--- config.mk ---
export PLATFORM = sky130hd
export DESIGN_NAME = mrd_sink_buf_wr
export DESIGN_NICKNAME = d
export VERILOG_FILES = /design/src/rtl/mrd_sink_buf_wr.sv
export SDC_FILE = /design/constraint.sdc
export NUM_CORES = 1
export LEC_CHECK = 0
export CORE_UTILIZATION = 40
export DETAILED_ROUTE_END_ITERATION = 8
export PLACE_DENSITY = 0.69
export REMOVE_ABC_BUFFERS = 1
export SLEW_MARGIN = 20
export SYNTH_ARGS = -nofsm -noshare
export SYNTH_HDL_FRONTEND = slang
export SYNTH_SLANG_ARGS = --single-unit
--- constraint.sdc ---
create_clock -name clk -period 2.8 [get_ports clk]
set_input_delay 0.84 -clock clk [delete_from_list [all_inputs] [get_ports clk]]
set_output_delay 0.84 -clock clk [all_outputs]
set_load 0.1 [all_outputs]
--- src/rtl/mrd_sink_buf_wr.sv ---
// Input stage of the mixed-radix DFT core: turns the Avalon-ST-style sample stream into
// round-robin writes across the 5-bank sample buffer and reports frame status.
module mrd_sink_buf_wr (
    input  logic        clk,
    input  logic        rst,
    input  logic        sink_valid,
    output logic        sink_ready,
    input  logic        sink_sop,
    input  logic        sink_eop,
    input  logic [17:0] sink_real,
    input  logic [17:0] sink_imag,
    input  logic [11:0] sink_dftpts,
    input  logic        sink_inverse,
    input  logic        buf_release,
    output logic        wr_en,
    output logic [2:0]  wr_bank,
    output logic [9:0]  wr_addr,
    output logic [17:0] wr_real,
    output logic [17:0] wr_imag,
    output logic [11:0] frame_dftpts,
    output logic        frame_inverse,
    output logic        stat_sink_sop,
    output logic        stat_sink_ongoing,
    output logic        frame_done,
    output logic        err_len
);

    localparam logic [1:0] StIdle = 2'd0;
    localparam logic [1:0] StRecv = 2'd1;
    localparam logic [1:0] StDrop = 2'd2;
    localparam logic [1:0] StHold = 2'd3;

    logic [1:0]  state_q, state_d;
    logic [2:0]  bank_q, bank_d;
    logic [9:0]  addr_q, addr_d;
    logic [10:0] cnt_q, cnt_d;
    logic [11:0] dftpts_q, dftpts_d;
    logic        inverse_q, inverse_d;
    logic        wr_en_q, wr_en_d;
    logic [2:0]  wr_bank_q, wr_bank_d;
    logic [9:0]  wr_addr_q, wr_addr_d;
    logic [17:0] wr_real_q, wr_real_d;
    logic [17:0] wr_imag_q, wr_imag_d;
    logic        sop_q, sop_d;
    logic        done_q, done_d;
    logic        err_q, err_d;

    logic accept, legal, last;

    assign sink_ready = (state_q != StHold);
    assign accept     = sink_valid & sink_ready;
    assign legal      = (sink_dftpts >= 12'd12) && (sink_dftpts <= 12'd1200);
    assign last       = ({1'b0, cnt_q} == (dftpts_q - 12'd1));

    always_comb begin
        state_d   = state_q;
        bank_d    = bank_q;
        addr_d    = addr_q;
        cnt_d     = cnt_q;
        dftpts_d  = dftpts_q;
        inverse_d = inverse_q;
        wr_en_d   = 1'b0;
        wr_bank_d = wr_bank_q;
        wr_addr_d = wr_addr_q;
        wr_real_d = wr_real_q;
        wr_imag_d = wr_imag_q;
        sop_d     = 1'b0;
        done_d    = 1'b0;
        err_d     = 1'b0;

        if (accept) begin
            unique case (state_q)
                StIdle, StRecv: begin
                    if (sink_sop) begin
                        // sop inside a frame aborts it and restarts with the new params
                        if (state_q == StRecv) err_d = 1'b1;
                        if (legal) begin
                            dftpts_d  = sink_dftpts;
                            inverse_d = sink_inverse;
                            sop_d     = 1'b1;
                            wr_en_d   = 1'b1;
                            wr_bank_d = 3'd0;
                            wr_addr_d = 10'd0;
                            wr_real_d = sink_real;
                            wr_imag_d = sink_imag;
                            bank_d    = 3'd1;
                            addr_d    = 10'd0;
                            cnt_d     = 11'd1;
                            if (sink_eop) begin
                                err_d   = 1'b1;
                                state_d = StIdle;
                            end else begin
                                state_d = StRecv;
                            end
                        end else begin
                            err_d   = 1'b1;
                            state_d = sink_eop ? StIdle : StDrop;
                        end
                    end else if (state_q == StRecv) begin
                        wr_en_d   = 1'b1;
                        wr_bank_d = bank_q;
                        wr_addr_d = addr_q;
                        wr_real_d = sink_real;
                        wr_imag_d = sink_imag;
                        if (bank_q == 3'd4) begin
                            bank_d = 3'd0;
                            addr_d = addr_q + 10'd1;
                        end else begin
                            bank_d = bank_q + 3'd1;
                        end
                        cnt_d = cnt_q + 11'd1;
                        if (last) begin
                            if (sink_eop) begin
                                done_d  = 1'b1;
                                state_d = StHold;
                            end else begin
                                err_d   = 1'b1;
                                state_d = StDrop;
                            end
                        end else if (sink_eop) begin
                            err_d   = 1'b1;
                            state_d = StIdle;
                        end
                    end
                end
                StDrop: begin
                    if (sink_eop) state_d = StIdle;
                end
                default: ;
            endcase
        end

        if (state_q == StHold && buf_release) state_d = StIdle;
    end

    always_ff @(posedge clk) begin
        if (rst) begin
            state_q   <= StIdle;
            bank_q    <= 3'd0;
            addr_q    <= 10'd0;
            cnt_q     <= 11'd0;
            dftpts_q  <= 12'd0;
            inverse_q <= 1'b0;
            wr_en_q   <= 1'b0;
            wr_bank_q <= 3'd0;
            wr_addr_q <= 10'd0;
            wr_real_q <= 18'd0;
            wr_imag_q <= 18'd0;
            sop_q     <= 1'b0;
            done_q    <= 1'b0;
            err_q     <= 1'b0;
        end else begin
            state_q   <= state_d;
            bank_q    <= bank_d;
            addr_q    <= addr_d;
            cnt_q     <= cnt_d;
            dftpts_q  <= dftpts_d;
            inverse_q <= inverse_d;
            wr_en_q   <= wr_en_d;
            wr_bank_q <= wr_bank_d;
            wr_addr_q <= wr_addr_d;
            wr_real_q <= wr_real_d;
            wr_imag_q <= wr_imag_d;
            sop_q     <= sop_d;
            done_q    <= done_d;
            err_q     <= err_d;
        end
    end

    assign wr_en             = wr_en_q;
    assign wr_bank           = wr_bank_q;
    assign wr_addr           = wr_addr_q;
    assign wr_real           = wr_real_q;
    assign wr_imag           = wr_imag_q;
    assign frame_dftpts      = dftpts_q;
    assign frame_inverse     = inverse_q;
    assign stat_sink_sop     = sop_q;
    assign stat_sink_ongoing = (state_q == StRecv);
    assign frame_done        = done_q;
    assign err_len           = err_q;

endmodule

==> reports/metrics.cfg <==
[status]
outcome = complete, no violations

[routing]
initialDrtViolationCount = 134
drc = 0
viasPerCell = 5.03
dr.pass1.iters = 4
wl_mm = 11.1
vias = 3918
postRouteAntennaNets = 0
wl_per_cell_um = 14.2

[floorplan]
coreArea_sq_um = 9860
initial_core_util_pct = 41.7
dieWidth_um = 103
die_h_um = 103
row_count = 36
ios = 123
die-area_sq_um = 10700

[timing]
finalHoldViolCount = 0
tightest_slew_ns = 0.510
slew-limit-headroom_pct = 65.8
fmax_mhz = 367
min_period_over_period_pct = 97.4
slew_violations = 0
clock_skew_ns = 0.00921
rsz0062_at_grt = false
min_period_ns = 2.73
setup_viol = 0
layout_setup_ws_ns = 0.0727

[clock_tree]
cts-buffers-inserted = 9
cts_root_buffer = clkbuf_8
path_clk_slew_ns = 0.09
worstSkewPairLatency_ns = 0.36
cts_buffer_depth = 2
hold_buffers = 0
cts_tree = yes
htreeDepth = 3
cts_sinks = 92

[finish]
instances_no_fill = 779
fin_area_sq_um = 5830
layout_common_cells = buf_4 (103), nand2_1 (93), dfxtp_1 (92)
layout-drive-gt1-share_pct = 22.0
syn_to_final_growth_pct = 41.6
num_antenna_cells = 0
finalNetCount = 701
final_common_cell = buf_4

[pwr]
power_frac_clock_pct = 32.5
p_seq_share_pct = 51.3
ir_worst_vdd_mv = 0.291
p_int_mw = 1.87
netSwitchingPower_mw = 0.751
p_sw_share_pct = 28.7
p_leak_nw = 2.32
power_density_nw_per_um2 = 449
comb_power_share_pct = 16.2

[setup_path]
critPathMaxStageDelay_ns = 0.42
crit_fanout = 8
worstPathRequired_ns = 3.10
cp_top_family = compound AO/OA/AOI/OAI gates
cp-start-kind = input port
crit_buf_inv = 2
slowest_stage = clkdlybuf4s50_1
ff2ff_path_depth = 7
reg2reg_slack_ns = 0.35
cp_cell_sequence = clkdlybuf4s50_1 -> or4_1 -> a31o_1 -> a21oi_4 -> o21ai_4 -> buf_12 -> a2111oi_4 -> xor2_1 -> nor2b_1
path_class = input port to flop
crit_arrival_ns = 3.03
crit_path_end_kind = flop
worstReg2RegStart = frame_dftpts[7]
rr_endpoint = err_len

[job]
cap_viol_max_count = 0

[synthesis]
synth_edf_count = 0
yosysSeqAreaShare_pct = 44.7
ys.flop_type = dfxtp_1
ys_types = 54
synth-seq-cells = 92
ys_async_sr_fraction_pct = 0
syn-cell-area_sq_um = 4120
ys.warnings.count = 0
syn_avg_cell_area_sq_um = 8.29
synth_cells = 497

[placed_design]
gp_congestion = 0.822
placed_cell_area_sq_um = 5540
placed_cells = 760
port_buffers = 122
dpl_worst_slack_ns = -0.461
detailed_place_hpwl_mm = 8.06

[worst_hold_path]
holdPathEnd = wr_imag[7]
whs_path_depth = 2
hp-class = flop to flop
min_from = wr_imag[7]

[global_route]
antenna_found_initial = 0
overflow = 0
track_usage_pct = 20.9
grt_start_max_net_pins = 35
grt_pass1_wl_mm = 17.2
grt_pass1_vias = 3684

## cells in the mapped netlist, drive strengths merged, types with 6 or more instances
master | count | area share, %
dfxtp | 92 | 45
nor3 | 9 | 1.1
clkbuf | 22 | 2.0
mux2i | 9 | 2.2
nor2 | 54 | 4.9
nor3b | 15 | 2.9
xnor2 | 19 | 4.0
a211oi | 6 | 1.1
buf | 8 | 1.1
inv | 10 | 0.91
nand2 | 94 | 8.6
xor2 | 8 | 1.7
nand3 | 13 | 1.6
a21oi | 65 | 8.0
## power by group through the flow
stage | Sequential, mW | Combinational [mW] | Clock, mW
after floorplan | 1.50 | 0.0927 | 0
after global placement | 1.37 | 0.412 | 0
after detailed placement | 1.37 | 0.417 | 0
after CTS | 1.34 | 0.424 | 0.882
after global routing | 1.35 | 0.450 | 0.941
final | 1.34 | 0.425 | 0.852
## metrics by stage
step / utilization (%) / hold WS, ns / setup TNS (ns) / power [mW]
2_1_floorplan: - / 0.475 / -99.19 / 1.60
3_3_place_gp: 56.2 / 0.439 / -21.01 / 1.78
3_5_place_dp: 56.2 / 0.447 / -24.63 / 1.79
4_1_cts: 58.8 / 0.460 / -0.00507 / 2.65
5_1_grt: 59.1 / 0.481 / 0 / 2.74
6_report: 59.1 / 0.457 / 0 / 2.62
## timing repair
action,in CTS,in global routing
setup endpoints to repair,6,35
setup buffers,0,2
pin swaps,1,6
cloned,1,0
resized for setup,5,4
## how the worst max path moves through the flow
| stage | endpoint | startpoint | cells after the start | slack, ns |
|---|---|---|---|---|
| after global routing | addr_q[7] | sink_dftpts[0] | 9 | 0.008 |
| final | addr_q[7] | sink_dftpts[0] | 9 | 0.07 |
| after detailed placement | cnt_q[0] | sink_dftpts[0] | 10 | -0.46 |
| after CTS | addr_q[9] | sink_dftpts[0] | 9 | -0.005 |
| after global placement | addr_q[7] | sink_dftpts[0] | 9 | -0.38 |
| after floorplan | bank_q[2] | sink_dftpts[4] | 6 | -1.50 |
## worst min-delay path, cell delays in order, from the launching register on
cell and delay, ns:
dfxtp_1 0.32, nand2_1 0.05, a21oi_1 0.05
## area by class of cell
| class | instances | area [sq um] |
|---|---|---|
| fill | 893 | 4030 |
| tap | 133 | 166 |
| sequential | 92 | 1840 |
| clock inverter | 4 | 31.3 |
| inverter | 10 | 37.5 |
| multi-input combinational | 365 | 2160 |
| clock buffer | 12 | 155 |
| timing repair buffer | 163 | 1440 |
## kinds of logic after synthesis
| kind of cell | synth area share [%] |
|---|---|
| AND/OR/NAND/NOR | 26.0 |
| multiplexers | 2.19 |
| XOR/XNOR | 5.74 |
| flip-flops | 44.7 |
| AO/OA/AOI/OAI | 15.8 |
| buffers and inverters | 3.98 |
| adder cells (fa/ha/maj) | 1.52 |
## state kept, by name, summed over array words and instances, names as in the netlist
register,count
addr_q,10
bank_q,3
cnt_q,11
err_len,1
frame_dftpts,12
frame_done,1
frame_inverse,1
stat_sink_sop,1
state_q,2
wr_addr,10
wr_bank,3
wr_en,1
wr_imag,18
wr_real,18
## metal layers
metal	global-route usage, %	part of all wire, %	up-vias
li1	-	-	1989
met1	25.3	43	1823
met2	35.5	50	83
met3	4.10	3.7	23
met4	10.3	2.5	0
met5	0	0	-
No activity file was read; power rests on OpenSTA's default activity.
